<file path="src/rtl/serial_subtractor.sv">
// Bit-serial WIDTH-bit subtractor (a - b), LSB first, one bit per clock, start/done handshake.
// Optional signed-overflow output is built when SERIAL_SUB_SIGNED_EN is defined.
module serial_subtractor #(
    parameter int WIDTH = 8
) (
    input  logic             clk,
    input  logic             rst,
    input  logic             start,
    input  logic [WIDTH-1:0] a,
    input  logic [WIDTH-1:0] b,
    output logic             busy,
    output logic             done,
    output logic [WIDTH-1:0] diff,
    output logic             borrow_out
`ifdef SERIAL_SUB_SIGNED_EN
    ,
    output logic             ovf
`endif
);

    localparam int CW = $clog2(WIDTH);
    localparam logic [CW-1:0] CNT_LAST = CW'(WIDTH - 1);

    localparam logic [1:0] ST_IDLE  = 2'd0;
    localparam logic [1:0] ST_SHIFT = 2'd1;
    localparam logic [1:0] ST_DONE  = 2'd2;

    logic [1:0]       state;
    logic [1:0]       state_nxt;
    logic [WIDTH-1:0] sa;
    logic [WIDTH-1:0] sb;
    logic             br;
    logic [CW-1:0]    cnt;
    logic [WIDTH-2:0] pr;
    logic [WIDTH-1:0] pr_ext;
    logic             d_bit;
    logic             br_nxt;
    logic             accept;
    logic             last;
`ifdef SERIAL_SUB_SIGNED_EN
    logic             a_msb;
    logic             b_msb;
`endif

    // Single-bit full-subtractor cell: returns {borrow_out, difference}.
    function automatic logic [1:0] full_sub(input logic x, input logic y, input logic bin);
        full_sub = {(~x & y) | (~(x ^ y) & bin), x ^ y ^ bin};
    endfunction

    assign {br_nxt, d_bit} = full_sub(sa[0], sb[0], br);
    assign pr_ext = {d_bit, pr};
    assign accept = start && ((state == ST_IDLE) || (state == ST_DONE));
    assign last   = (state == ST_SHIFT) && (cnt == CNT_LAST);

    assign busy = (state == ST_SHIFT);
    assign done = (state == ST_DONE);

    always_comb begin
        state_nxt = state;
        case (state)
            ST_IDLE:  if (start) state_nxt = ST_SHIFT;
            ST_SHIFT: if (cnt == CNT_LAST) state_nxt = ST_DONE;
            ST_DONE:  state_nxt = start ? ST_SHIFT : ST_IDLE;
            default:  state_nxt = ST_IDLE;
        endcase
    end

    always_ff @(posedge clk or posedge rst) begin
        if (rst) begin
            state <= ST_IDLE;
        end else begin
            state <= state_nxt;
        end
    end

    // Operand capture and bit-serial shift; pr collects difference bits arriving at its MSB.
    always_ff @(posedge clk or posedge rst) begin
        if (rst) begin
            sa  <= '0;
            sb  <= '0;
            br  <= 1'b0;
            cnt <= '0;
            pr  <= '0;
`ifdef SERIAL_SUB_SIGNED_EN
            a_msb <= 1'b0;
            b_msb <= 1'b0;
`endif
        end else if (accept) begin
            sa  <= a;
            sb  <= b;
            br  <= 1'b0;
            cnt <= '0;
            pr  <= '0;
`ifdef SERIAL_SUB_SIGNED_EN
            a_msb <= a[WIDTH-1];
            b_msb <= b[WIDTH-1];
`endif
        end else if (state == ST_SHIFT) begin
            sa  <= {1'b0, sa[WIDTH-1:1]};
            sb  <= {1'b0, sb[WIDTH-1:1]};
            br  <= br_nxt;
            cnt <= cnt + 1'b1;
            pr  <= pr_ext[WIDTH-1:1];
        end
    end

    // Result registers only change on the edge that processes the final bit.
    always_ff @(posedge clk or posedge rst) begin
        if (rst) begin
            diff       <= '0;
            borrow_out <= 1'b0;
`ifdef SERIAL_SUB_SIGNED_EN
            ovf        <= 1'b0;
`endif
        end else if (last) begin
            diff       <= pr_ext;
            borrow_out <= br_nxt;
`ifdef SERIAL_SUB_SIGNED_EN
            ovf        <= (a_msb != b_msb) && (d_bit != a_msb);
`endif
        end
    end

endmodule

</file>
<file path="config.mk">
export PLATFORM = sky130hd
export DESIGN_NAME = serial_subtractor
export DESIGN_NICKNAME = d
export VERILOG_FILES = /design/src/rtl/serial_subtractor.sv
export SDC_FILE = /design/constraint.sdc
export NUM_CORES = 1
export LEC_CHECK = 0
export CAP_MARGIN = 20
export CORE_ASPECT_RATIO = 2
export CORE_MARGIN = 2
export CORE_UTILIZATION = 45
export DETAILED_ROUTE_END_ITERATION = 8
export PLACE_DENSITY = 0.7
export RECOVER_POWER = 25
export SETUP_SLACK_MARGIN = 0.2
export SYNTH_ARGS = -nofsm -noshare
export SYNTH_HDL_FRONTEND = slang
export SYNTH_SLANG_ARGS = --single-unit
</file>
<file path="constraint.sdc">
create_clock -name clk -period 2.1 [get_ports clk]
set_clock_uncertainty 0.15 [all_clocks]
set_input_delay 0.525 -clock clk [delete_from_list [all_inputs] [get_ports clk]]
set_output_delay 0.525 -clock clk [all_outputs]
set_load 0.005 [all_outputs]
</file>
# == Word-level counts from Yosys, hierarchy flattened ==
# Index checks and enable logic that the tools add are counted.
# totals
ff_bits,38
inputBits,19
output_inout_bits,11
wordCells,41
# classes
n_addsub,1
eq_ne,5
mux,14
bitwise,7
n_reduce_logical,6
# ops
op,n
8-bit two-way mux,4
7-bit two-way mux,2
3-bit two-way mux,2
2-bit one-hot mux with 3 select lines,1
2-bit two-way mux,2
3-bit by 1-bit adder with 3-bit output (second input constant),1
3-bit == test (second input constant),1
1-bit two-way mux,3
1-bit bitwise AND,2
2-bit by 1-bit == test with 1-bit output (second input constant),1
2-bit == test (second input constant),1
1-bit logical AND,2
2-bit logical NOT,1
2-bit by 1-bit != test with 1-bit output (second input constant),1
2-bit != test (second input constant),1
1-bit NOT,2
2-bit AND reduction,1
2-bit nonzero test,1
1-bit XOR,2
1-bit logical OR,1
1-bit bitwise OR,1

# == Depth between registers and ports, before layout ==
# Gate-level depths: netlist of the first run.
# logic_depth
word_depth,6
ltp_mapped,6
mapped_depth_nobuf,5

# == Least setup slack after synthesis of the first run ==
# Ideal clock, no wire load.
# synth_path
path_kind,register to register
from,register cnt[0]
to,register diff[0]
setup_time_ns,0.125
arrival_ns,1.318
required_time_ns,1.825
slack_ns,0.508
stages_incl_launch_ff,6
path_buffers,1
synth_period_minus_slack_ns,1.592
cell_sequence,dfrtp_1 > ha_1 > ha_1 > nand3b_2 > buf_6 > mux2_2
# synth_between
elab_chain_cells,2
# synth_lines
element,line,source
"start, declared",33,logic [CW-1:0] cnt;
"start signal, assigned",102,cnt <= cnt + 1'b1;
3-bit == test,53,assign last = (state == ST_SHIFT) && (cnt == CNT_LAST);
1-bit logical AND,53,
"end signal, assigned",116,diff <= pr_ext;
"end, declared",13,"output logic [WIDTH-1:0] diff,"
# Every way passes these cells.
# A chain may end at the register's enable or synchronous reset.

# == Final worst setup path of the first run ==
# layout_path
from,register state[1]
to,output port done
# layout_between
elab_chain_cells,1
# layout_lines
element,line,source
"start, declared",28,logic [1:0] state;
"start signal, assigned",72,state <= state_nxt;
2-bit == test,56,assign done = (state == ST_DONE);
"end, declared",12,"output logic done,"
# Every way passes these cells.

==> results of run 1 <==
cells in the final DEF (no fill, tap or decap), types with 3 or more instances in the layout:
cell type	n
nor3_1	12
inv_1	4
clkdlybuf4s50_1	26
clkbuf_8	5
nor2_1	13
buf_4	12
nor2b_1	3
o22ai_1	12
a22o_1	12
dfrtp_1	38
mux2_2	15
final timing paths:
path | endpoint | slack (ps) | from
max | done | 250 | state[1]
min | borrow_out | 330 | borrow_out
max reg2reg | diff[4] | 360 | cnt[0]
min reg2reg | borrow_out | 330 | borrow_out
max in group asynchronous | diff[3] | 400 | rst
min in group asynchronous | sb[6] | 810 | rst
cell type report:
type	instances	area, um^2	area share (%)
clock buffers	7	76.3	3.52
clock inverters	1	30.0	1.39
inverters	5	18.8	0.867
multi-input cells	86	649	30.0
flip-flops and latches	38	951	43.9
well taps	49	61.3	2.83
repair buffers	42	379	17.5
report_power, final:
group	total [mW]	internal [mW]	leakage (nW)	switching [mW]
sequential	1.30	1.08	0.464	0.220
combinational	1.32	0.738	0.447	0.583
clock	0.595	0.355	0.0524	0.240
total	3.21	2.17	0.963	1.04
routing by layer:
layer | vias to the layer above | track usage, % | routed length, um
met4 | 0 | 7.41 | 70
met2 | 28 | 30.6 | 1900
met1 | 592 | 21.5 | 1280
met3 | 6 | 5.82 | 110
li1 | 573 | - | -
met5 | - | 0 | 0
metrics by stage:
step | hold WS (ps) | setup slack, ps | cell area, um^2
2_1_floorplan | 306 | 508 | 1670
3_3_place_gp | 323 | 178 | 2040
3_5_place_dp | 324 | 135 | 2040
4_1_cts | 341 | 166 | 2160
5_1_grt | 359 | 196 | 2170
6_report | 334 | 251 | 2170
kinds of logic after synthesis:
family	Yosys count	share of synthesized area, %
AOI/OAI and AO/OA	31	13.4
xor gates and xnor gates	1	0.525
muxes	17	11.3
buffers and inverters	13	4.42
DFF	38	57.0
adders and majority gates	3	2.70
and+or+nand+nor	34	10.6
repair_timing:
action | CTS | global route
resized for setup | 3 | 2
hold buffers | 0 | 0
setup buffers | 2 | 1
hold endpoints to repair | 0 | 0
setup endpoints to repair | 2 | 1
worst reg2reg max path: stages (launching register included):
cell and delay (ps):
dfrtp_1 410, ha_1 220, ha_1 200, nand3b_2 260
mux2_2 380
registers in the layout, indices dropped and copies added, names as in the netlist:
register	flops
diff	8
cnt	3
sb	8
sa	8
borrow_out	1
pr	7
br	1
state	2
==> reports/qor.csv, run 1 <==
metric,value,unit
ys.flop_type,dfrtp_1,
yosys_warnings,0,
clk_root_buffer_cell,clkbuf_8,
postLayoutCoreUtil,60.7,%
clkSlewWorstSetupHoldPaths,70,ps
synth.net_count,159,
worst_hold_path_type,reg2reg,
top_post_synthesis_cells_by_count,"dfrtp_1 (38), mux2_2 (15), nor2_1 (13)",
wl,3.36,mm
slew_violations,0,
worstSetupPathDepth,3,
ir_drop,0.807,mV
largest_net_degree_at_the_start_of_global_routing,39,
chip_height,90.1,um
slowest_stage,dfrtp_1,
rows,31,
routed_wire_length_per_instance,14.7,um
syn_inst_count,137,
worstPathMaxFanout,2,
hpwlAfterDp,2.39,mm
worst_setup_path_start_kind,flop,
worst_ep_required_time,1420,ps
synth.largest_area_cell,dfrtp_1,
number_of_clock_sinks,38,
yosys.area.top_type_share,57.0,%
timing_hold_violations_final,0,
cp.buffers_inverters,2,
standby_leakage_power,0.963,nW
routed-via-count,1199,
grt_pass1_vias,1284,
synth_seq_area_share,57.0,%
timing.fmax,541,MHz
design.core.area,0.00357,mm^2
dp.cells,217,
die_w,47.1,um
drtIter0Drc,21,
yosys.cell_count.top_type,dfrtp_1,
track_usage,18.7,%
cells_taking_the_most_area_after_synthesis,"dfrtp_1 (57%), mux2_2 (10%), a22o_1 (6.3%)",
yosysUniqueCellTypes,27,
initial_core_util,46.8,%
timing.setup.critical_path_class,reg2out,
port_buffers,29,
cap_violations,0,
outcome,"complete, no violations",
initial_antenna_violation_count,0,
timing.max_slew.rel_slack,37.4,%
globalplace.congestion,0.754,
grt_pass1_wl,5.85,mm
fill_cells,326,
crit_path_cell_trace,buf_4 > nor2b_1 > dlygate4sd2_1,
grt_setup_unrepaired,false,
detail_route.drc_violations,0,
hold-path-cell-count,2,
boundaryPins,30,
detail_route.first_pass.iterations,4,
max_incr_delay_on_cp,380,ps
clock_path_buffers,2,
area_delta_synth_final,29.8,%
ys_ff_latch,38,
globalRoute.totalOverflow,0,
setup_viol,0,
async_reset_ff_share,100,%
setup.worst_path.end_class,primary output,
mappedNetlistArea,0.00167,mm^2
drive_gt1_share,22.3,%
finalNonFillerCells,228,
cts_buffers,5,
critPathArrivalTime,1170,ps
antenna_cells,0,
tritoncts,built,
final.period_utilization,88.0,%
cp_top_family,buffers and inverters,
number_of_nets_in_the_layout,200,
final.setup.tns,0,ps
powerDensity,1480,mW/mm^2
htree_num_levels,2,
clock_insertion_delay_worst_skew,280,ps
number_of_enable_type_register_cells_in_the_synthesized_netlist,0,
post-layout-total-power,3.21,mW
die_area,0.00424,mm^2
synth.avg_cell_area,12.2,um^2
tightest_slew,939,ps
reg2regPathDepth,4,
antenna_violating_nets_post_route,0,
finalWorstPathRequiredPeriod,1850,ps
routed_via_density,5.26,
No activity file was read; power rests on OpenSTA's default activity.
==> run 2, diff against run 1 <==
--- a/config.mk
+++ b/config.mk
@@ -8,9 +8,8 @@
 export CAP_MARGIN = 20
 export CORE_ASPECT_RATIO = 2
 export CORE_MARGIN = 2
-export CORE_UTILIZATION = 45
+export CORE_UTILIZATION = 40
 export DETAILED_ROUTE_END_ITERATION = 8
-export PLACE_DENSITY = 0.7
 export RECOVER_POWER = 25
 export SETUP_SLACK_MARGIN = 0.2
 export SYNTH_ARGS = -nofsm -noshare
==> run 2 against run 1 <==
Effect of this change: global-route usage shrank 1.8 points; combinational power is essentially flat; sequential share of layout area grew 0.57 points; critical path depth shrank 2; clock-buffer cell count shrank 1; critical path type unchanged; highest routed layer unchanged.
==> reports/qor.csv, run 2 (synthesized netlist as in run 1, its figures left out) <==
metric,value,unit,change
antenna_cells,0,,unchanged
most_common_library_cell_in_the_layout_ignoring_fill_and_taps,dfrtp_1,,
grt_setup_unrepaired,false,,
outcome,"complete, no violations",,
max_incr_delay_on_cp,500,ps,+120 ps
drive_gt1_share,22.2,%,-0.19 points
critPathArrivalTime,1140,ps,-30 ps
cp.buffers_inverters,1,,-1
post-layout-total-power,3.11,mW,-3.4%
worst_setup_path_start_kind,flop,,
standby_leakage_power,0.949,nW,-1.5%
worst_ep_required_time,1420,ps,about the same
detail_route.first_pass.iterations,4,,unchanged
routed_via_density,5.26,,unchanged
worst_hold_path_type,reg2reg,,
rows,33,,+6.5%
tightest_slew,926,ps,-12.4 ps
setup_viol,0,,unchanged
slowest_stage,clkdlybuf4s50_1,,
wl,3.48,mm,+3.4%
ir_drop,0.850,mV,+5.3%
drtIter0Drc,9,,-57%
die_area,0.00474,mm^2,+12%
clock_path_buffers,2,,unchanged
post_cts_hold_buffer_count,0,,unchanged
routed_wire_length_per_instance,15.2,um,+3.4%
clk_root_buffer_cell,clkbuf_8,,
timing.setup.critical_path_class,reg2out,,
clkSlewWorstSetupHoldPaths,70,ps,about the same
grt_pass1_vias,1303,,+1.5%
worstPathMaxFanout,2,,unchanged
initial_antenna_violation_count,0,,unchanged
routed-via-count,1199,,unchanged
crit_path_cell_trace,clkdlybuf4s50_1,,
timing_hold_violations_final,0,,unchanged
most_frequent_cells_in_the_layout,"dfrtp_1 (38), clkdlybuf4s50_1 (26), mux2_2 (15)",,
cap_violations,0,,unchanged
number_of_nets_in_the_layout,199,,-0.50%
detail_route.drc_violations,0,,unchanged
initial_core_util,41.2,%,-5.5 points
largest_net_degree_at_the_start_of_global_routing,39,,unchanged
design.core.area,0.00405,mm^2,+13%
final.period_utilization,86.6,%,-1.4 points
final.setup.tns,0,ps,unchanged
number_of_clock_sinks,38,,unchanged
powerDensity,1450,mW/mm^2,-2.1%
die_w,49.7,um,+5.5%
cp_top_family,buffers and inverters,,
port_buffers,29,,unchanged
track_usage,16.9,%,-1.8 points
finalWorstPathRequiredPeriod,1820,ps,-29.9 ps
slew_violations,0,,unchanged
largest_registers,"diff (8), sa (8), sb (8)",,
clock_insertion_delay_worst_skew,280,ps,about the same
area_delta_synth_final,28.1,%,
boundaryPins,30,,unchanged
worst-r2r-setup-slack,350,ps,about the same
timing.max_slew.rel_slack,38.3,%,+0.83 points
grt_pass1_wl,6.02,mm,+2.8%
antenna_violating_nets_post_route,0,,unchanged
timing.fmax,550,MHz,+1.6%
chip_height,95.4,um,+5.8%
globalRoute.totalOverflow,0,,unchanged
hpwlAfterDp,2.51,mm,+5.2%
htree_num_levels,2,,unchanged
cts_buffers,5,,unchanged
globalplace.congestion,0.723,,-4.1%
setup.worst_path.end_class,primary output,,
tritoncts,built,,
-- run 2: cell count changes in the layout (fill, tap and decap cells not counted) --
cell and delta:
buf_4 -1, clkbuf_8 +1, clkbuf_1 -2, bufinv_16 -1
-- run 2: path summary, 6_finish.rpt --
check / start / to / depth (start not counted)
worst max register to register: cnt[0] / diff[6] / 4
min in group asynchronous: rst / diff[0] / 3
worst min-delay path: borrow_out / borrow_out / 2
worst max-delay path: diff[6] / diff[6] / 1
max in group asynchronous: rst / diff[4] / 3
worst min register to register: borrow_out / borrow_out / 2
-- run 2: repair_timing --
item | in CTS | in global routing
pin swaps | 0 | 0
buffers inserted | 3 | 1
endpoints found under the setup margin | 2 | 1
resized for setup | 2 | 3
-- run 2: metrics by stage --
stage	std cells	worst slack (ps)	hold slack, ps	instance area [um^2]	utilization (%)
2_1_floorplan	137	508	306	1670	-
3_3_place_gp	218	87.1	318	2030	50.2
3_5_place_dp	218	61.8	337	2030	50.2
4_1_cts	227	151	353	2130	52.7
5_1_grt	228	153	360	2140	52.8
6_report	228	281	346	2140	52.8
-- run 2: power by group --
group          internal, mW  total (mW)  switching (mW)  leakage (nW)
clock network         0.253       0.486           0.233        0.0431
logic                 0.737        1.32           0.578         0.442
registers              1.08        1.31           0.226         0.464
total                  2.07        3.11            1.04         0.949
-- run 2: tightest hold or removal path, delay by kind of cell (launching register included) --
kind	cells	cell delay [ps]
flops	1	350
simple gates	1	50
compound gates	1	60
-- run 2: layer usage --
metal	track usage (%)	part of all wire (%)	up-vias
met5	0	0	-
met4	8.56	2.0	0
met3	3.13	3.3	6
met2	31.7	58	28
met1	17.3	37	594
li1	-	-	571
-- run 2: cell type report --
class                      count  area, um^2
inverter                       5        18.8
sequential                    38         951
fill                         377        1910
multi-input combinational     86         649
tap                           52        65.1
clock buffer                   6        82.6
timing repair buffer          41         372
